`src/rtl/add_sub_pkg.sv`:
```
// Shared encodings and saturation-limit helpers for the add_sub arithmetic slice.
// The saturation helpers are only referenced when ADD_SUB_SAT_EN is defined.
package add_sub_pkg;

   localparam logic OP_ADD = 1'b0;
   localparam logic OP_SUB = 1'b1;

   // Widest operand the saturation helpers can describe.
   localparam int MAX_W = 64;

   // 0 followed by w-1 ones: the largest positive value in w bits.
   function automatic logic [MAX_W-1:0] sat_max(input int w);
      return (MAX_W'(1) << (w - 1)) - MAX_W'(1);
   endfunction

   // 1 followed by w-1 zeros: the most negative value in w bits.
   function automatic logic [MAX_W-1:0] sat_min(input int w);
      return MAX_W'(1) << (w - 1);
   endfunction

endpackage

```
`src/rtl/add_sub_full_adder.sv`:
```
// Single-bit full adder; one stage of the add_sub ripple-carry chain.
module full_adder (
   input  logic a,
   input  logic b,
   input  logic ci,
   output logic s,
   output logic co
);

   assign s  = a ^ b ^ ci;
   assign co = (a & b) | (ci & (a ^ b));

endmodule

```
`src/rtl/add_sub.sv`:
```
// W-bit signed adder/subtractor with registered result, overflow and carry-out.
// Define ADD_SUB_SAT_EN to clamp the result to the signed limits on overflow.
module add_sub
   import add_sub_pkg::*;
#(
   parameter int W = 4
) (
   input  logic         clk,
   input  logic         rst,
   input  logic [W-1:0] A,
   input  logic [W-1:0] B,
   input  logic         c0,
   output logic [W-1:0] R,
   output logic         ovf,
   output logic         cout
);

   logic [W-1:0] bx;
   logic [W-1:0] sum;
   logic [W:0]   c;
   logic         ovf_next;
   logic [W-1:0] r_next;

   // Subtraction is A + ~B + 1; c0 supplies both the inversion and the +1.
   assign bx   = B ^ {W{c0}};
   assign c[0] = c0;

   for (genvar i = 0; i < W; i++) begin : g_chain
      full_adder u_fa (
         .a  (A[i]),
         .b  (bx[i]),
         .ci (c[i]),
         .s  (sum[i]),
         .co (c[i+1])
      );
   end

   assign ovf_next = c[W] ^ c[W-1];

`ifdef ADD_SUB_SAT_EN
   localparam logic [MAX_W-1:0] SAT_MAX_FULL = sat_max(W);
   localparam logic [MAX_W-1:0] SAT_MIN_FULL = sat_min(W);
   localparam logic [W-1:0]     SAT_MAX      = SAT_MAX_FULL[W-1:0];
   localparam logic [W-1:0]     SAT_MIN      = SAT_MIN_FULL[W-1:0];

   // On overflow the true result has the sign of A, so clamp toward that side.
   always_comb begin
      r_next = sum;
      if (ovf_next) begin
         r_next = A[W-1] ? SAT_MIN : SAT_MAX;
      end
   end
`else
   assign r_next = sum;
`endif

   always_ff @(posedge clk or posedge rst) begin
      if (rst) begin
         R    <= '0;
         ovf  <= 1'b0;
         cout <= 1'b0;
      end else begin
         R    <= r_next;
         ovf  <= ovf_next;
         cout <= c[W];
      end
   end

endmodule

```
`config.mk`:
```
export PLATFORM = sky130hd
export DESIGN_NAME = add_sub
export DESIGN_NICKNAME = d
export VERILOG_FILES = /design/src/rtl/add_sub_pkg.sv /design/src/rtl/add_sub_full_adder.sv /design/src/rtl/add_sub.sv
export SDC_FILE = /design/constraint.sdc
export NUM_CORES = 1
export LEC_CHECK = 0
export ABC_AREA = 1
export BUFFER_PORTS_ARGS = -buffer_cell sky130_fd_sc_hd__buf_2
export CAP_MARGIN = 20
export CORE_AREA = 4 4 41 43
export CTS_BUF_LIST = sky130_fd_sc_hd__clkbuf_8
export CTS_CLUSTER_SIZE = 24
export DETAILED_ROUTE_END_ITERATION = 16
export DIE_AREA = 0 0 45 47
export HOLD_SLACK_MARGIN = 0.08
export PLACE_DENSITY = 0.46
export SYNTH_ARGS = -nofsm -noshare
export SYNTH_HDL_FRONTEND = slang
export SYNTH_HIERARCHICAL = 1
export SYNTH_SLANG_ARGS = --single-unit
```
`constraint.sdc`:
```
create_clock -name clk -period 0.8 [get_ports clk]
set_input_delay 0.04 -clock clk [delete_from_list [all_inputs] [get_ports clk]]
set_output_delay 0.04 -clock clk [all_outputs]
set_load 0.005 [all_outputs]
```
Word level (Yosys, flattened, before mapping)
Index checks and enable logic that the tools add are counted.

storage, ports and cells
  flip-flop bits (word level) = 6
  input port bits = 11
  logic and storage cells = 25

cells by class
  bitwise operators = 22

operators by type and width
  kind               count
  bitwise XOR 1 bit  9
  bitwise AND 1 bit  8
  bitwise OR 1 bit   4
  bitwise XOR 4 bit  1

Longest topological paths before layout
  depth after elaboration = 11
  depth in mapped cells = 10
  mapped depth without buffers = 10

Cells and area by module
Netlist, hierarchy kept.

modules (own cells, without submodules)
  module      instances  cells an instance  area each (um2)  seq. area each (um2)
  add_sub     1          29                 236.5            150.1
  full_adder  4          1                  20.0             0.0

Least setup slack after synthesis
Ideal clock, no wire load.

  kind = in2reg
  start = input port c0
  end = register ovf
  data arrival time = 1.881 ns
  path slack = -1.197 ns
  stages = 9
  path through = inv_2 > nand2_1 > nand2_1 > fa_1 > fa_1 > fa_1 > fa_1 > nand2_1 > nand2_1

between the ends
  word-level cells in the longest chain between the ends = 11

ends and longest elaborated chain
  item                   RTL line                  source
  start, declared        add_sub.sv:12             input logic c0,
  bitwise XOR 4 bit (*)  add_sub.sv:25             assign bx = B ^ {W{c0}};
  net bx[0]              add_sub.sv:18             logic [W-1:0] bx;
  bitwise XOR 1 bit      add_sub_full_adder.sv:11  assign co = (a & b) | (ci & (a ^ b));
  bitwise AND 1 bit      add_sub_full_adder.sv:11
  bitwise OR 1 bit (*)   add_sub_full_adder.sv:11
  net c[1]               add_sub.sv:20             logic [W:0] c;
  bitwise AND 1 bit (*)  add_sub_full_adder.sv:11
  bitwise OR 1 bit (*)   add_sub_full_adder.sv:11
  net c[2]               add_sub.sv:20
  bitwise AND 1 bit (*)  add_sub_full_adder.sv:11
  bitwise OR 1 bit (*)   add_sub_full_adder.sv:11
  net c[3]               add_sub.sv:20
  bitwise AND 1 bit (*)  add_sub_full_adder.sv:11
  bitwise OR 1 bit (*)   add_sub_full_adder.sv:11
  net c[4]               add_sub.sv:20
  bitwise XOR 1 bit (*)  add_sub.sv:38             assign ovf_next = c[W] ^ c[W-1];
  net ovf_next           add_sub.sv:21             logic ovf_next;
  end signal, assigned   add_sub.sv:64             ovf <= ovf_next;
  end, declared          add_sub.sv:14             output logic ovf,

The timed path passes the listed nets; every way through them passes the cells marked *.

Final worst setup path
Ends and elaborated chain as after synthesis.

==> out/metrics.yaml <==
outcome:
  status: "complete, but fails checks"
  violations: "negative setup slack"
job:
  max-cap-violations: 0
synthesis:
  syn_nets: 48
  ys_seq_area_share_pct: 47.4
  postSynthAreaPerCell_um2: 9.59
  ys_ff_latch: 6
  yosys_warnings: 6
  syn_inst: 33
  synth_cell_types: 5
  netlist_area_um2: 317
floorplanning:
  die_height_um: 47
  num_io_pins: 17
  rows: 13
  die_x_um: 45
  fp.coreArea_um2: 1300
  initial_core_util_pct: 24.3
  dieArea_um2: 2120
sta:
  min_period_ns: 1.71
  tightest_slew_ns: 0.208
  fmax_mhz: 586
  worst_slack_ns: -0.907
  slew_headroom_pct: 86.1
  rsz0062_at_grt: "yes"
  holdWs_ns: 0.141
  hold_viol: 0
  finalSetupViolations: 5
  slew_violations: 0
  period_share_pct: 213
global_routing:
  grt_overflow_total: 0
  track_usage_pct: 7.93
  grt_first_pass_wirelength_um: 1150
  grt_max_degree: 7
  antenna_found_initial: 0
  grt_pass1_vias: 316
power:
  total_power_mw: 1.07
  power_density_nw_per_um2: 1870
  power_frac_comb_pct: 24.6
  leakage_nw: 0.314
  p_int_mw: 0.828
  p_switching_mw: 0.244
  swShare_pct: 22.8
  ir_drop_mv: 0.615
  clkPwrFrac_pct: 40.5
  seqPwrFrac_pct: 34.9
final_layout:
  layoutNonFillerInstCount: 72
  drive_above_1_share_pct: 56.1
  nNetsFinal: 74
  n_antenna_cell: 0
  syn2layout_area_growth_pct: 81.0
drt:
  via_per_inst: 3.78
  drcViolationCount: 0
  post_drt_wl_per_cell_um: 8.31
  drtIter0Drc: 0
  drt_wl_total_um: 598
  dr.pass1.iters: 1
  vias: 272
  ant_nets: 0
critical_path:
  worstSetupStartpointType: "input pin"
  startpoint: "c0"
  crit_path_max_fanout: 4
  endpoint: "ovf"
  crit_path_end_kind: "flip-flop"
  arrival_ns: 1.81
  path_class: "input pin to flip-flop"
  cp.required_ns: 0.91
placement:
  place_ws_ns: -1.27
  io_buffers: 16
  gp_congestion: 0.595
  dp_hpwl_um: 525
  post-place-cells: 67
hold_path:
  holdCritPathClass: "input pin to flip-flop"
clock_network:
  cts_num_sinks: 6
  root_buffer: "clkbuf_8"
  cts_tree: "built"
  cts-buffers-inserted: 3
  path_clk_slew_ns: 0.03
  cts.htree.levels: 1
  clk_path_buf_depth: 2
per-stage QoR:
| stage | area [µm²] | utilization [%] | setup TNS, ns |
|---|---|---|---|
| after floorplan | 354 | - | -3.71 |
| after global placement | 475 | 36.5 | -5.24 |
| after detailed placement | 475 | 36.5 | -5.26 |
| after CTS | 573 | 44.0 | -3.32 |
| after global routing | 573 | 44.0 | -3.57 |
| final | 573 | 44.0 | -3.33 |
cells in the mapped netlist (all sizes together):
library cell,instances,area share (%)
dfrtp,6,47
inv,8,9.5
fa,4,25
nand2,15,18
state kept, by name, indices dropped and copies added (netlist names):
| name | count |
|---|---|
| R | 4 |
| cout | 1 |
| ovf | 1 |
worst min-delay path by stage:
stage / startpoint / endpoint / cells after the start
5_1_grt: A[3] / R[3] / 2
2_1_floorplan: rst / R[0] / 1
6_report: A[3] / R[3] / 2
3_5_place_dp: rst / R[0] / 2
4_1_cts: A[3] / R[3] / 2
3_3_place_gp: rst / R[2] / 2
layer usage:
layer	global-route usage, %	share of wire [%]
met1	8.04	35
met2	12.7	50
met3	1.92	12
met4	8.77	2.3
met5	0	0
area by class of cell:
type	instances	area, µm²
Tap cell	15	18.8
Timing Repair Buffer	21	149
Inverter	8	45.0
Fill cell	134	728
Sequential cell	6	150
Clock buffer	3	41.3
Multi-Input combinational cell	19	169
placed cells by master (no fill, tap or decap):
| cell | instances |
|---|---|
| buf_2 | 14 |
| nand2_1 | 12 |
| dfrtp_1 | 6 |
| inv_1 | 6 |
| fa_2 | 4 |
| nand2_4 | 3 |
| clkbuf_8 | 3 |
| buf_4 | 3 |
| inv_12 | 1 |
| inv_4 | 1 |
| dlygate4sd3_1 | 1 |
| buf_8 | 1 |
| buf_12 | 1 |
| buf_6 | 1 |
power groups by stage:
stage / clock [mW] / combinational, mW / sequential (mW)
6_report: 0.434 / 0.264 / 0.374
5_1_grt: 0.476 / 0.313 / 0.379
4_1_cts: 0.451 / 0.271 / 0.374
3_5_place_dp: 0 / 0.238 / 0.378
3_3_place_gp: 0 / 0.236 / 0.378
2_1_floorplan: 0 / 0.0960 / 0.392
logic make-up after synthesis:
group                      count (synthesis)  share of synthesized area [%]
and+or+nand+nor                           15                           17.8
adders and majority gates                  4                           25.3
buffers and inverters                      8                           9.49
DFF                                        6                           47.4
timing repair:
action                                  in CTS  in global routing
endpoints found under the setup margin       5                  5
endpoints found under the hold margin        6                  0
gates resized for setup                     10                  0
pin swaps                                    2                  0
hold buffers                                 1                  0
setup buffers                                1                  0
worst max-delay path: stages:
cell and delay, ns:
buf_12 0.10, inv_12 0.03, nand2_4 0.05, nand2_4 0.04
fa_2 0.35, fa_2 0.35, fa_2 0.36, fa_2 0.36
nand2_1 0.07, nand2_1 0.04
No activity file was read; power rests on OpenSTA's default activity.
